<file path="config.mk">
export PLATFORM = sky130hd
export DESIGN_NAME = mux_8to1_rr
export DESIGN_NICKNAME = d
export VERILOG_FILES = /design/src/rtl/mux_8to1_pkg.sv /design/src/rtl/mux_8to1_rr_arb8.sv /design/src/rtl/mux_8to1_rr.sv
export SDC_FILE = /design/constraint.sdc
export NUM_CORES = 1
export LEC_CHECK = 0
export CORE_MARGIN = 8
export CORE_UTILIZATION = 46
export CTS_CLUSTER_DIAMETER = 60
export DETAILED_ROUTE_END_ITERATION = 7
export PLACE_DENSITY = 0.83
export SLEW_MARGIN = 20
export SYNTH_ARGS = -nofsm -noshare
export SYNTH_HDL_FRONTEND = slang
export SYNTH_SLANG_ARGS = --single-unit
</file>
<file path="constraint.sdc">
create_clock -name clk -period 6 [get_ports clk]
set_input_delay 0.9 -clock clk [delete_from_list [all_inputs] [get_ports clk]]
set_output_delay 0.9 -clock clk [all_outputs]
set_load 0.02 [all_outputs]
</file>
<file path="src/rtl/mux_8to1_pkg.sv">
// Shared types for the 8-channel round-robin merger.
// Optional packet locking is enabled by defining MUX_PKT_LOCK_EN.
package mux_8to1_pkg;
  localparam int NUM_CH = 8;
  localparam int SEL_W  = 3;

  typedef logic [SEL_W-1:0] sel_t;

  typedef enum logic {
    ARB,
    LOCK
  } state_t;
endpackage

</file>
<file path="src/rtl/mux_8to1_rr_arb8.sv">
// Combinational 8-way round-robin arbiter: rotate the request vector so ptr
// sits at bit 0, take the lowest set bit, then rotate the index back.
module rr_arb8
  import mux_8to1_pkg::*;
(
  input  logic [NUM_CH-1:0] req,
  input  sel_t              ptr,
  output logic              gnt_vld,
  output sel_t              gnt_idx
);

  logic [NUM_CH-1:0] rot;
  sel_t              off;

  always_comb begin
    rot = '0;
    for (int i = 0; i < NUM_CH; i++) begin
      rot[i] = req[sel_t'(i) + ptr];
    end
  end

  // Highest index first so the lowest set bit wins.
  always_comb begin
    off = '0;
    for (int i = NUM_CH - 1; i >= 0; i--) begin
      if (rot[i]) off = sel_t'(i);
    end
  end

  assign gnt_vld = |req;
  assign gnt_idx = off + ptr;

endmodule

</file>
<file path="src/rtl/mux_8to1_rr.sv">
// Eight-channel round-robin merger onto one registered valid/ready stream.
// Define MUX_PKT_LOCK_EN to add in_last/out_last and hold the grant for whole packets.
module mux_8to1_rr
  import mux_8to1_pkg::*;
#(
  parameter int DATA_W = 8
) (
  input  logic                     clk,
  input  logic                     rst_n,
  input  logic [NUM_CH-1:0]        in_valid,
  input  logic [NUM_CH*DATA_W-1:0] in_data,
  output logic [NUM_CH-1:0]        in_ready,
`ifdef MUX_PKT_LOCK_EN
  input  logic [NUM_CH-1:0]        in_last,
  output logic                     out_last,
`endif
  output logic                     out_valid,
  output logic [DATA_W-1:0]        out_data,
  output sel_t                     out_sel,
  input  logic                     out_ready
);

  state_t            state, state_nxt;
  sel_t              ptr;
  sel_t              lock_ch;
  logic              load;
  logic              accept;
  logic              gnt_vld;
  sel_t              gnt_idx;
  logic              last_g;
  logic [NUM_CH-1:0] req;
  logic [NUM_CH-1:0] last_bits;

`ifdef MUX_PKT_LOCK_EN
  assign last_bits = in_last;
`else
  // Every beat is its own packet, so the FSM never leaves ARB.
  assign last_bits = '1;
`endif

  assign load   = ~out_valid | out_ready;
  assign accept = load & gnt_vld;
  assign last_g = last_bits[gnt_idx];

  always_comb begin
    req = in_valid;
    if (state == LOCK) req = in_valid & (NUM_CH'(1) << lock_ch);
  end

  rr_arb8 u_arb (
    .req     (req),
    .ptr     (ptr),
    .gnt_vld (gnt_vld),
    .gnt_idx (gnt_idx)
  );

  always_comb begin
    in_ready = '0;
    if (rst_n && accept) in_ready[gnt_idx] = 1'b1;
  end

  always_comb begin
    state_nxt = state;
    case (state)
      ARB:     if (accept && !last_g) state_nxt = LOCK;
      LOCK:    if (accept && last_g)  state_nxt = ARB;
      default: state_nxt = ARB;
    endcase
  end

  always_ff @(posedge clk or negedge rst_n) begin
    if (!rst_n) begin
      state   <= ARB;
      lock_ch <= '0;
    end else begin
      state <= state_nxt;
      if (state == ARB && accept) lock_ch <= gnt_idx;
    end
  end

  // ptr only moves on ARB grants and on the closing beat of a locked packet.
  always_ff @(posedge clk or negedge rst_n) begin
    if (!rst_n) begin
      out_valid <= 1'b0;
      out_data  <= '0;
      out_sel   <= '0;
      ptr       <= '0;
    end else if (load) begin
      out_valid <= gnt_vld;
      if (gnt_vld) begin
        out_data <= in_data[gnt_idx*DATA_W +: DATA_W];
        out_sel  <= gnt_idx;
        if (state == ARB || last_g) ptr <= gnt_idx + sel_t'(1);
      end
    end
  end

`ifdef MUX_PKT_LOCK_EN
  always_ff @(posedge clk or negedge rst_n) begin
    if (!rst_n)      out_last <= 1'b0;
    else if (accept) out_last <= last_g;
  end
`endif

endmodule

</file>
==> results.json <==
{
  "dr_total_vias": 2962,
  "final.setup.tns_ps": 0,
  "synth_async_sr_flop_share_pct": 100,
  "maxClockFrequency_ghz": 0.176,
  "postLayoutCellArea_um2": 3570,
  "crit_required_ps": 5100,
  "post_route_cells_drive_above_1_share_pct": 10.1,
  "drc": 0,
  "hold_path.class": "reg -> reg",
  "fp.coreArea_um2": 5440,
  "gr-max-usage-layer": "met2",
  "min-delay-start": "out_sel[1]",
  "critPathBufInv": 3,
  "final_hold_viol_count": 0,
  "grt_util_met2_pct": 32.8,
  "tritoncts": "yes",
  "finalCritPeriodShare_pct": 94.5,
  "grt_antenna_before_repair": 0,
  "synthesis.area_um2": 2550,
  "worst_reg2reg_endpoint": "out_data[5]",
  "r2r-start": "state",
  "die-area_um2": 8180,
  "worst_slew_margin_rel_pct": 52.6,
  "arrival_time_at_the_worst_endpoint_ps": 4770,
  "die_height_um": 90.5,
  "dr.first_iter.drc_count": 133,
  "dominantRegCellSynth": "dfrtp_1",
  "clockRootBuffer": "clkbuf_8",
  "critical-path-top-delay-family": "buffers and inverters",
  "groute.usage.overall_pct": 19.9,
  "drt_pre_antenna_iters": 5,
  "rows": 27,
  "io_pins": 95,
  "tritoncts_num_sinks": 19,
  "fin_hold_ws_ps": 510,
  "cp-end-kind": "primary output",
  "input_output_buffers": 94,
  "antenna_cells": 0,
  "layout_min_cycle_time_ps": 5670,
  "final_cell_mix": "clkdlybuf4s50_1, a21oi_1, nand2_1, nor2_1, nor3_1",
  "register_area_um2": 475,
  "worst_path_max_delay_cell": "clkdlybuf4s50_1",
  "drt-total-wl_mm": 8.43,
  "timing_worst_slew_pin_value_ps": 711,
  "clockBufferDepth": 2,
  "global_route_wire_length_before_repair_mm": 13.7,
  "max_cap_viol_count": 0,
  "r2r_setup_slack_ps": 1420,
  "grt_pass1_vias": 2965,
  "timing.clock.skew_ps": 3.54,
  "finish.net_count": 486,
  "post_synth_main_area_contributors": "dfrtp_1, mux4_2, a21oi_1",
  "global_route.usage.met1_pct": 22.4,
  "post_cts_hold_buffer_count": 0,
  "setup_viol": 0,
  "worst-r2r-cell-count": 18,
  "run_status": "finished clean",
  "placed_cell_area_um2": 3520,
  "multi_input_area_um2": 1920,
  "grt_setup_unrepaired": "false",
  "grt-ovfl-total": 0,
  "hold_end": "out_sel[1]",
  "global_route.usage.met3_pct": 7.23,
  "yosys.area.top_type_share_pct": 18.6,
  "drt-vias-per-instance": 6.21,
  "worst_path_largest_cell_delay_ps": 630,
  "syn_to_final_growth_pct": 40.0,
  "synth.ff_latch_count": 19,
  "nFillCells": 455,
  "post_synth.cell_area_avg_um2": 7.83,
  "timing.critical_path.cells": "clkdlybuf4s50_1 > nand2b_1 > a21oi_1 > nor4_1 > nor4_1 > a311oi_1 > nor2_1 > nor2_1 > o21bai_1 > a21oi_1 > ha_1 > inv_1 > fa_1 > xor2_2 > xnor2_1 > nor3_1 > clkdlybuf4s50_1",
  "cp_max_fo": 6,
  "postSynthNetCount": 406,
  "synth_warnings": 0,
  "synth.yosys.seq_area_share_pct": 18.6,
  "criticalPathCategory": "in -> out",
  "clkSlewWorstSetupHoldPaths_ps": 70,
  "postRouteAntennaNets": 0,
  "routedWlPerCell_um": 17.7,
  "worstSetupStartpointType": "input port",
  "gp_routability_congestion": 0.885,
  "synth_cells": 326,
  "detailed_place_hpwl_mm": 6.74,
  "synth_edf_count": 0,
  "die_w_um": 90.5,
  "insertion_delay_ps": 260,
  "htree_num_levels": 1,
  "cts-buffers-inserted": 3,
  "netlist.top_cell.by_area": "dfrtp_1",
  "largest_net_degree_at_the_start_of_global_routing": 35,
  "initial_core_util_pct": 46.9,
  "yosysUniqueCellTypes": 46,
  "min_path_cells": 1,
  "cts.repair_timing.setup_buffer_count": 0,
  "final_common_cell": "clkdlybuf4s50_1",
  "report.final.slew_viol_count": 0
}
synth_stat cells (3+ instances only):
master	number
a21oi_1	32
nand2_1	32
nand2b_1	17
xor2_1	4
nor4_1	17
or3_1	8
clkbuf_1	11
inv_1	14
o211ai_1	8
o22ai_1	8
a22oi_1	4
mux2_2	3
dfrtp_1	19
ha_1	4
nand3b_1	3
a221oi_1	8
or2_2	4
nor2b_1	4
nor3_1	23
nand3_1	3
mux2i_1	8
buf_2	7
xnor2_1	4
buf_1	6
mux4_2	16
nand4_1	3
nor2_1	30
and3_1	3
kinds of logic (layout without fill, tap and decap cells):
group / after synthesis / in the layout / share of synthesized area [%]
buffers and inverters: 40 / 119 / 6.52
muxes: 27 / 27 / 18.6
xor gates and xnor gates: 9 / 9 / 3.68
DFF: 19 / 19 / 18.6
AOI/OAI and AO/OA: 71 / 71 / 17.7
adders and majority gates: 5 / 5 / 2.75
and+or+nand+nor: 155 / 155 / 32.1
sequential cells by signal, summed over array words and instances (netlist names):
signal / cells
out_data: 8
lock_ch: 3
out_sel: 3
ptr: 3
out_valid: 1
state: 1
per-stage QoR:
stage               setup slack [ps]  util [%]  cells
finish                           327      65.7    477
global route                    44.4      65.7    477
floorplan                       1430         -    326
detailed placement               342      64.8    473
CTS                              318      65.6    477
global placement                 366      64.8    473
worst register-to-register path: cells and delay by family, from the launching register on:
family / cells / cell delay (ps)
fa+ha+maj: 2 / 870
buf+inv: 3 / 690
flops: 1 / 400
mux: 1 / 350
simple gates: 6 / 1180
compound gates: 6 / 950
routing by layer:
layer,wire length [um],part of all wire [%]
met5,0,0
met4,259,3.1
met3,886,11
met2,3990,47
met1,3290,39
final cells by class:
class | count | area share (%)
sequential | 19 | 13.3
tap | 72 | 2.52
timing repair buffer | 101 | 27.7
clock buffer | 4 | 1.26
inverter | 14 | 1.47
multi-input combinational | 267 | 53.7
repair_timing:
action | 4_1_cts | 5_1_grt
gates resized for setup | 0 | 1
setup endpoints to repair | 0 | 1
hold endpoints to repair | 0 | 0
worst max-delay path by stage:
stage / endpoint / slack (ps) / cells past startpoint / start
after floorplan: in_ready[4] / 1430 / 17 / ptr[1]
after global routing: in_ready[4] / 40 / 17 / in_valid[6]
after CTS: in_ready[4] / 320 / 17 / in_valid[6]
after detailed placement: in_ready[4] / 340 / 17 / in_valid[6]
final: in_ready[4] / 330 / 17 / in_valid[6]
after global placement: in_ready[4] / 370 / 17 / in_valid[6]
Power is not shown: default switching activity piles up to over one toggle a cycle in this logic, so the estimate is an artifact.
